--- src/rtl/alarm_timer.sv ---
// alarm_timer: programmable countdown stage of the car-alarm datapath.
// Holds four interval lengths, loads the selected one on Start_Timer and
// counts down once per one_hz_enable tick, pulsing Expired on completion.
module alarm_timer #(
  parameter int unsigned VAL_W            = 4,
  parameter int unsigned T_ARM_DEFAULT    = 6,
  parameter int unsigned T_DRIVER_DEFAULT = 8,
  parameter int unsigned T_PASSENGER_DEFAULT = 15,
  parameter int unsigned T_ALARM_DEFAULT  = 10
) (
  input  logic             clk,
  input  logic             reset_n,
  input  logic             one_hz_enable,
  input  logic             Start_Timer,
  input  logic [1:0]       Interval,
  input  logic             Reprogram,
  input  logic [1:0]       Time_Param_Sel,
  input  logic [VAL_W-1:0] Time_Value,
  output logic             Expired,
  output logic             Busy,
  output logic [VAL_W-1:0] Time_Left
);

  typedef enum logic {
    IDLE = 1'b0,
    RUN  = 1'b1
  } state_t;

  state_t           state;
  logic [VAL_W-1:0] bank [4];
  logic [VAL_W-1:0] load_val;

  // Interval selected for a start; reads the bank before any same-cycle write
  always_comb begin
    load_val = bank[Interval];
  end

  // Parameter bank writes
  always_ff @(posedge clk) begin
    if (!reset_n) begin
      bank[0] <= VAL_W'(T_ARM_DEFAULT);
      bank[1] <= VAL_W'(T_DRIVER_DEFAULT);
      bank[2] <= VAL_W'(T_PASSENGER_DEFAULT);
      bank[3] <= VAL_W'(T_ALARM_DEFAULT);
    end else if (Reprogram) begin
      bank[Time_Param_Sel] <= Time_Value;
    end
  end

  // Countdown FSM with registered outputs; Start_Timer outranks the tick
  always_ff @(posedge clk) begin
    if (!reset_n) begin
      state     <= IDLE;
      Time_Left <= '0;
      Busy      <= 1'b0;
      Expired   <= 1'b0;
    end else begin
      Expired <= 1'b0;
      if (Start_Timer) begin
        if (load_val != '0) begin
          Time_Left <= load_val;
          state     <= RUN;
          Busy      <= 1'b1;
        end else begin
          Time_Left <= '0;
          Expired   <= 1'b1;
          state     <= IDLE;
          Busy      <= 1'b0;
        end
      end else if (state == RUN && one_hz_enable) begin
        // Count is never 0 while running, so <=1 covers the final tick
        if (Time_Left > VAL_W'(1)) begin
          Time_Left <= Time_Left - VAL_W'(1);
        end else begin
          Time_Left <= '0;
          Expired   <= 1'b1;
          state     <= IDLE;
          Busy      <= 1'b0;
        end
      end
    end
  end

endmodule

--- config.mk ---
export PLATFORM = sky130hd
export DESIGN_NAME = alarm_timer
export DESIGN_NICKNAME = d
export VERILOG_FILES = /design/src/rtl/alarm_timer.sv
export SDC_FILE = /design/constraint.sdc
export NUM_CORES = 1
export LEC_CHECK = 0
export CORE_MARGIN = 2
export CORE_UTILIZATION = 57
export CTS_BUF_LIST = sky130_fd_sc_hd__clkbuf_2 sky130_fd_sc_hd__clkbuf_4 sky130_fd_sc_hd__clkbuf_8
export CTS_CLUSTER_SIZE = 10
export DETAILED_ROUTE_END_ITERATION = 10
export GPL_ROUTABILITY_DRIVEN = 0
export GPL_TIMING_DRIVEN = 0
export PLACE_DENSITY = 0.92
export SLEW_MARGIN = 25
export SYNTH_ARGS = -nofsm -noshare
export SYNTH_HDL_FRONTEND = slang
export SYNTH_SLANG_ARGS = --single-unit
--- constraint.sdc ---
create_clock -name clk -period 2.6 [get_ports clk]
set_input_delay 0.52 -clock clk [delete_from_list [all_inputs] [get_ports clk]]
set_output_delay 0.52 -clock clk [all_outputs]
set_load 0.005 [all_outputs]
==> results of run 1 <==
-- power groups by stage --
stage / clock, W / combinational [W] / sequential [W]
6_report: 0.000154 / 0.000118 / 0.000417
5_1_grt: 0.000176 / 0.000126 / 0.000420
4_1_cts: 0.000161 / 0.000116 / 0.000417
3_5_place_dp: 0 / 0.000116 / 0.000425
3_3_place_gp: 0 / 0.000111 / 0.000423
2_1_floorplan: 0 / 0.0000619 / 0.000421
-- cell usage after synthesis, drive strengths merged (2+ instances only) --
| library cell | count |
|---|---|
| and3 | 3 |
| ha | 2 |
| mux4 | 4 |
| a31oi | 2 |
| edfxtp | 16 |
| or2 | 7 |
| and2 | 5 |
| nand3 | 2 |
| nor2 | 3 |
| nand2b | 5 |
| nand2 | 8 |
| inv | 3 |
| nor3b | 2 |
| nor3 | 3 |
| dfxtp | 6 |
| a21oi | 3 |
| a211oi | 2 |
-- metrics by stage --
step	std cells	util, %	setup slack [ns]
6_report	132	74.19	0.5254
5_1_grt	132	74.19	0.4411
4_1_cts	132	74.19	0.5150
3_5_place_dp	128	72.69	0.1929
3_3_place_gp	128	72.69	0.2514
2_1_floorplan	86	-	0.8499
-- flip-flops by register name, indices dropped and copies added (netlist names) --
register and cells:
state 1, Expired 1, Time_Left 4, bank 16
-- metal layers --
layer	track usage (%)	wire, µm
met5	0	0
met4	11.67	56
met3	5.769	96
met2	40.81	1091
met1	19.70	724
-- worst max path at each step --
stage / endpoint / slack (ns) / startpoint / depth (start not counted)
after floorplan: Time_Left[3] / 0.85 / Time_Left[0] / 6
after global placement: Expired / 0.25 / Interval[0] / 4
after detailed placement: Expired / 0.19 / Interval[0] / 4
after CTS: Expired / 0.51 / Interval[0] / 4
after global routing: bank[1][1] / 0.44 / reset_n / 4
final: Expired / 0.53 / Interval[0] / 4
-- worst max-delay path, delay by kind of cell --
kind | cells | cell delay (ns)
compound gates | 1 | 0.34
buf+inv | 1 | 0.61
mux | 1 | 0.66
simple gates | 1 | 0.20
-- cell type report --
class                   instances  area [µm²]  share of cell area [%]
inverters                       3       11.26                  0.8696
flip-flops and latches         22       600.6                   46.38
plain buffers                   1       3.754                  0.2899
repair buffers                 17       170.2                   13.14
well taps                      25       31.28                   2.415
multi-input cells              60       451.7                   34.88
clock buffers                   3       22.52                   1.739
clock inverters                 1       3.754                  0.2899
-- cell families after synthesis --
kind of cell / after synthesis / share of synthesized area (%)
adders and majority gates: 2 / 2.344
DFF: 22 / 56.27
and+or+nand+nor: 42 / 22.51
muxes: 4 / 9.144
AOI/OAI and AO/OA: 12 / 8.323
buffers and inverters: 4 / 1.406
==> impl_metrics.toml, run 1 <==
[timing]
tightest_slew_ns = 0.4996
period_share_pct = 79.79
rsz0062_at_grt = "no"
slew_viol_final = 0
setup_violations = 0
hold_slack_ns = 0.5515
hold_viol_final = 0
clock_skew_ns = 0.001302
post-route-min-period_ns = 2.075
fin_setup_tns_ns = 0
fmax_mhz = 482.0
slew-limit-headroom_pct = 66.44

[yosys]
yosysSeqAreaShare_pct = 56.27
synth_seq_cells = 22
async_flop_share_pct = 0
synthFlopType = "edfxtp_1"
yosys.area.top_type = "edfxtp_1"
syn-num-nets = 101
yosysUniqueCellTypes = 29
synth_area_leaders = "edfxtp_1 45%, dfxtp_1 11%, mux4_1 4.9%, mux4_2 4.2%, or2_2 3.5%"
syn_inst = 86
synth_edf_count = 16
yosysTopAreaCellShare_pct = 45.02
synth_area_per_cell_um2 = 12.41
yosys_warnings = 0
synth_area_um2 = 1067

[cts]
cts_tree = "yes"
cts-root-buf = "clkbuf_4"
cts_setup_buffers = 0
h-tree-depth = 1
cts_num_sinks = 22
clk_latency_ns = 0.30
clk_pin_slew_worst_paths_ns = 0.11
clk_path_buf_depth = 2
hold_buffers = 0
numCtsBuffers = 3
post_cts_resized = 0

[power_and_ir_drop]
p_leak_nw = 0.4608
powerDensity_nw_per_um2 = 532.0
pwr-share-comb_pct = 17.1
p_int_w = 0.0005223
p_clk_share_pct = 22.4
power.total_w = 0.0006889
p_sw_share_pct = 24.19
ir_drop_v = 0.0003362
switchingPower_w = 0.0001667
seqPwrFrac_pct = 60.5

[setup_path]
critPathSlowestCell = "mux4_1"
arrival_ns = 2.33
r2r_cells = 6
r2r_slack_ns = 0.70
worstPathRequired_ns = 2.85
crit_fanout = 4
criticalPathCategory = "primary input to register"
cpPeakStageDelay_ns = 0.66
reg2reg_from = "Time_Left[0]"
r2r_end = "Time_Left[3]"
crit_chain = "clkdlybuf4s50_1, mux4_1, o41ai_2, and3_1"
critPathCaptureType = "register"
startpoint_type = "primary input"

[drt]
drc = 0
wl_mm = 1.969
routed_via_density = 5.841
ant_nets = 0
drt-wirelength-per-cell_um = 14.92
vias = 771
drt-initial-drc-count = 17
dr.pass1.iters = 4

[min_path]
hold_class = "register to register"
hold_depth = 2
min_from = "state"
hold_path_end = "state"

[global_route]
grt_remaining_overflow = 0
grt_max_degree = 13
grt_pass1_wl_mm = 2.994
antenna_found_initial = 0
grt_use_total_pct = 21.27
grt_pass1_vias = 705

[final_layout]
final_cell_mix = "17 x clkdlybuf4s50_1, 16 x edfxtp_1, 8 x nand2_1"
mostFrequentLayoutCell = "clkdlybuf4s50_1"
finalNetCount = 123
drive_above_1_share_pct = 12.15
diodes = 0
fillers = 136
stdcell_area_um2 = 1295
area_delta_synth_final_pct = 21.34

[floorplan]
io-pin-count = 19
num_rows = 15
die_x_um = 47.27
die_h_um = 47.27
core-area_um2 = 1745
initial_core_util_pct = 61.15
dieArea_um2 = 2234

[flow_run]
cap_viol_max_count = 0

[place]
place_area_um2 = 1269
detailed_place_hpwl_mm = 1.556
io_buffers = 17

[status]
status = "finished, final reports clean"
No activity file was read; power rests on OpenSTA's default activity.
==> run 2: changes to the inputs <==
- CORE_UTILIZATION: 57 -> 53
- PLACE_DENSITY: 0.92 -> 0.86
- clock period: 2.6 -> 2.12 ns (I/O delays scaled with it)
==> impl_metrics.toml, run 2 (synthesized netlist as in run 1, its figures left out) <==
[status]
status = "finished, final reports clean"

[timing]
hold_viol_final = 0
fin_setup_tns_ns = 0
clock_skew_ns = 0.008443
slew-limit-headroom_pct = 65.23
period_share_pct = 93.36
slew_viol_final = 0
setup_violations = 0
tightest_slew_ns = 0.5205
hold_slack_ns = 0.5181
rsz0062_at_grt = "no"
post-route-min-period_ns = 1.979
fmax_mhz = 505.2

[final_layout]
reg_top3 = "bank x16, Time_Left x4"
final_cell_mix = "17 x clkdlybuf4s50_1, 16 x edfxtp_1, 8 x nand2_1"
fillers = 161
diodes = 0
mostFrequentLayoutCell = "clkdlybuf4s50_1"
fin_util_pct = 68.88
largest_register_ffs = 16
area_delta_synth_final_pct = 24.03
drive_above_1_share_pct = 13.08
stdcell_count = 134
top_register = "bank"
finalNetCount = 123

[setup_path]
critPathCaptureType = "register"
criticalPathCategory = "primary input to register"
arrival_ns = 1.98
crit_fanout = 9
crit_chain = "clkdlybuf4s50_1, nand2_1, nor3b_1, nand2b_1"
cpPeakStageDelay_ns = 0.63
worstPathRequired_ns = 2.12
critPathSlowestCell = "clkdlybuf4s50_1"
startpoint_type = "primary input"

[global_route]
antenna_found_initial = 0
grt_pass1_wl_mm = 2.835
grt_pass1_vias = 735
grt_max_degree = 14
grt_use_total_pct = 16.22
grt_remaining_overflow = 0

[power_and_ir_drop]
p_leak_nw = 0.4734
powerDensity_nw_per_um2 = 726.9
ir_drop_v = 0.0006613

[drt]
ant_nets = 0
wl_mm = 1.756
vias = 738
dr.pass1.iters = 4
routed_via_density = 5.507
drc = 0
drt-wirelength-per-cell_um = 13.10
drt-initial-drc-count = 7

[place]
io_buffers = 17
dp_cells = 130
detailed_place_hpwl_mm = 1.435

[cts]
clk_path_buf_depth = 2
cts-root-buf = "clkbuf_4"
numCtsBuffers = 3
cts_num_sinks = 22
post_cts_resized = 0
clk_pin_slew_worst_paths_ns = 0.12
cts_tree = "yes"
hold_buffers = 0
clk_latency_ns = 0.31
cts_setup_buffers = 0
h-tree-depth = 1

[floorplan]
num_rows = 16
dieArea_um2 = 2389
initial_core_util_pct = 55.53
die_h_um = 48.88
io-pin-count = 19
core-area_um2 = 1922
die_x_um = 48.88

[flow_run]
cap_viol_max_count = 0

[min_path]
hold_class = "primary input to register"
==> run 2: critical path, delay by kind of cell <==
family	cells	cell delay, ns
AND/OR/NAND/NOR	3	0.92
buffers and inverters	1	0.63
==> run 2: path summary, 6_finish.rpt <==
kind	start	slack, ns	cells after the start	end
setup / recovery	reset_n	0.14	4	bank[1][0]
setup reg to reg	Time_Left[0]	0.26	6	Time_Left[3]
hold / removal	Start_Timer	0.52	3	state
hold reg to reg	state	0.53	2	state
==> run 2: area by class of cell <==
type	count	area (µm²)	area share, %
Clock inverter	1	30.03	2.268
Inverter	3	11.26	0.8507
Timing Repair Buffer	17	170.2	12.85
Tap cell	27	33.78	2.552
Multi-Input combinational cell	60	451.7	34.12
Sequential cell	22	600.6	45.37
Buffer	1	3.754	0.2836
Clock buffer	3	22.52	1.701
==> run 2: layer usage <==
layer  GRT usage (%)  part of all wire (%)  up-vias
met4           10.00                   3.4        0
met1           12.86                    36      337
li1                -                     -      372
met5               0                     0        -
met2           34.25                    57       22
met3           3.067                   4.3        7
==> run 2: stage by stage <==
step                setup WS (ns)  total power, W  cell area (µm²)
finish                     0.1407       0.0009622             1324
global route              0.05506       0.0009987             1324
CTS                        0.1419       0.0009672             1324
detailed placement        -0.1741       0.0006600             1271
global placement          -0.1578       0.0006548             1271
floorplan                  0.3699       0.0005925             1067
==> run 2: power by group <==
| group | leakage [nW] | internal (W) | switching, W |
|---|---|---|---|
| clock network | 0.0279 | 0.000191 | 0.000122 |
| registers | 0.207 | 0.000495 | 0.0000158 |
| logic | 0.238 | 0.0000772 | 0.0000612 |
| total | 0.473 | 0.000763 | 0.000199 |
==> run 3: changes to the inputs <==
- ABC_AREA: default -> 1
- CORE_UTILIZATION: 53 -> 54
- PLACE_DENSITY: 0.86 -> 0.87
==> impl_metrics.toml, run 3 <==
[setup_path]
r2r_end = "Time_Left[3]"
startpoint_type = "primary input"
criticalPathCategory = "primary input to register"
reg2reg_from = "Time_Left[0]"
arrival_ns = 1.87
worstPathRequired_ns = 2.07
r2r_cells = 7
r2r_slack_ns = 0.77
crit_fanout = 8
critPathCaptureType = "register"

[floorplan]
die_x_um = 49.31
die_h_um = 49.31
io-pin-count = 19
initial_core_util_pct = 57.09
num_rows = 16
core-area_um2 = 1942
dieArea_um2 = 2431

[flow_run]
cap_viol_max_count = 0

[final_layout]
drive_above_1_share_pct = 14.77
stdcell_area_um2 = 1343
area_delta_synth_final_pct = 21.11
finalNetCount = 165
mostFrequentLayoutCell = "nand2_1"
largest_register_ffs = 16
fillers = 171
stdcell_count = 176
top_register = "bank"
final_cell_mix = "39 x nand2_1, 17 x clkdlybuf4s50_1, 16 x edfxtp_1"
diodes = 0
reg_top3 = "bank x16, Time_Left x4"

[timing]
fin_setup_tns_ns = 0
clock_skew_ns = 0.01032
post-route-min-period_ns = 1.914
fmax_mhz = 522.6
hold_viol_final = 0
hold_slack_ns = 0.4934
tightest_slew_ns = 0.5319
slew-limit-headroom_pct = 64.17
rsz0062_at_grt = "no"
period_share_pct = 90.26
setup_violations = 0
slew_viol_final = 0

[cts]
hold_buffers = 0
clk_latency_ns = 0.30
h-tree-depth = 1
cts-root-buf = "clkbuf_4"
clk_path_buf_depth = 2
numCtsBuffers = 3
clk_pin_slew_worst_paths_ns = 0.12
post_cts_resized = 0
cts_tree = "yes"
cts_setup_buffers = 0
cts_num_sinks = 22

[place]
detailed_place_hpwl_mm = 1.655
place_area_um2 = 1313
io_buffers = 17
dp_cells = 172

[drt]
ant_nets = 0
vias = 881
drc = 0
dr.pass1.iters = 4
drt-wirelength-per-cell_um = 11.36
wl_mm = 1.999
routed_via_density = 5.006
drt-initial-drc-count = 9

[yosys]
yosysSeqAreaShare_pct = 54.18
syn-num-nets = 143
async_flop_share_pct = 0
synth_area_leaders = "edfxtp_1 43%, nand2_1 13%, dfxtp_1 11%, nand3_1 5.0%, nor2_1 4.4%"
synth_area_per_cell_um2 = 8.661
yosysTopAreaCellShare_pct = 43.34
synth_area_um2 = 1109
yosys_warnings = 0
yosys.area.top_type = "edfxtp_1"
ys_top_cells_by_count = "39 x nand2_1, 16 x edfxtp_1, 13 x nor2_1"
yosysUniqueCellTypes = 20
synth_seq_cells = 22
yosysMostFrequentCell = "nand2_1"
synth_edf_count = 16
synthFlopType = "edfxtp_1"
syn_inst = 128

[min_path]
hold_depth = 2
hold_path_end = "state"
hold_class = "register to register"
min_from = "state"

[status]
status = "finished, final reports clean"

[power_and_ir_drop]
p_leak_nw = 0.5682
ir_drop_v = 0.0005844
powerDensity_nw_per_um2 = 668.8

[global_route]
grt_pass1_vias = 886
grt_use_total_pct = 18.50
antenna_found_initial = 0
grt_remaining_overflow = 0
grt_pass1_wl_mm = 3.422
grt_max_degree = 13
[run 3: changes by cell type after synthesis, sizes merged, moves of 4 or more]
cell,delta
and2,-5
inv,+13
mux4,-4
nand2,+36
nand2b,-5
nand3,+12
nor2,+13
or2,-6
[run 3: stage by stage]
stage / setup slack, ns / util [%] / power, W
after floorplan: 0.7412 / - / 0.0006289
after detailed placement: -0.1461 / 67.59 / 0.0007062
final: 0.2065 / 69.14 / 0.0008979
after CTS: 0.1809 / 69.14 / 0.0008999
after global placement: -0.09064 / 67.59 / 0.0006942
after global routing: 0.1040 / 69.14 / 0.0009431
[run 3: cell type report]
class | instances | area, µm² | area share [%]
Timing Repair Buffer | 17 | 170.2 | 12.67
Sequential cell | 22 | 600.6 | 44.73
Buffer | 1 | 11.26 | 0.8388
Tap cell | 27 | 33.78 | 2.516
Clock buffer | 4 | 30.03 | 2.237
Inverter | 16 | 65.06 | 4.846
Multi-Input combinational cell | 89 | 431.7 | 32.15
[run 3: how the worst max path moves through the flow]
stage,startpoint,end,depth (start not counted)
final,reset_n,bank[2][2],5
after global routing,reset_n,bank[2][2],5
after CTS,reset_n,bank[2][2],5
after detailed placement,reset_n,bank[2][2],5
after global placement,reset_n,bank[2][2],5
after floorplan,reset_n,bank[2][0],4
[run 3: layer usage]
| layer | part of all wire, % | vias up | global-route usage (%) |
|---|---|---|---|
| li1 | - | 457 | - |
| met1 | 36 | 393 | 18.11 |
| met2 | 58 | 25 | 36.94 |
| met3 | 3.9 | 6 | 2.761 |
| met4 | 2.4 | 0 | 8.571 |
| met5 | 0 | - | 0 |
[run 3: cells by family (layout without fill, tap and decap cells)]
family                     after synthesis  count (layout)  synth area share [%]
and+or+nand+nor                         77              77                 31.26
xor gates and xnor gates                 1               1                0.7902
DFF                                     22              22                 54.18
adders and majority gates                2               2                 2.257
AOI/OAI and AO/OA                        9               9                 4.627
buffers and inverters                   17              38                 6.885
[run 3: critical path, stage by stage]
cell and delay (ns):
clkdlybuf4s50_1 0.63, nand2_1 0.19, nor2_2 0.13, inv_2 0.05, o21ai_0 0.43
[run 3: power breakdown]
| part | leakage (nW) | switching, W | total [W] | internal, W |
|---|---|---|---|---|
| Sequential | 0.207 | 0.0000159 | 0.000514 | 0.000498 |
| Combinational | 0.343 | 0.0000975 | 0.000181 | 0.0000831 |
| Clock | 0.0184 | 0.000117 | 0.000203 | 0.0000859 |
| Total | 0.568 | 0.000231 | 0.000898 | 0.000667 |
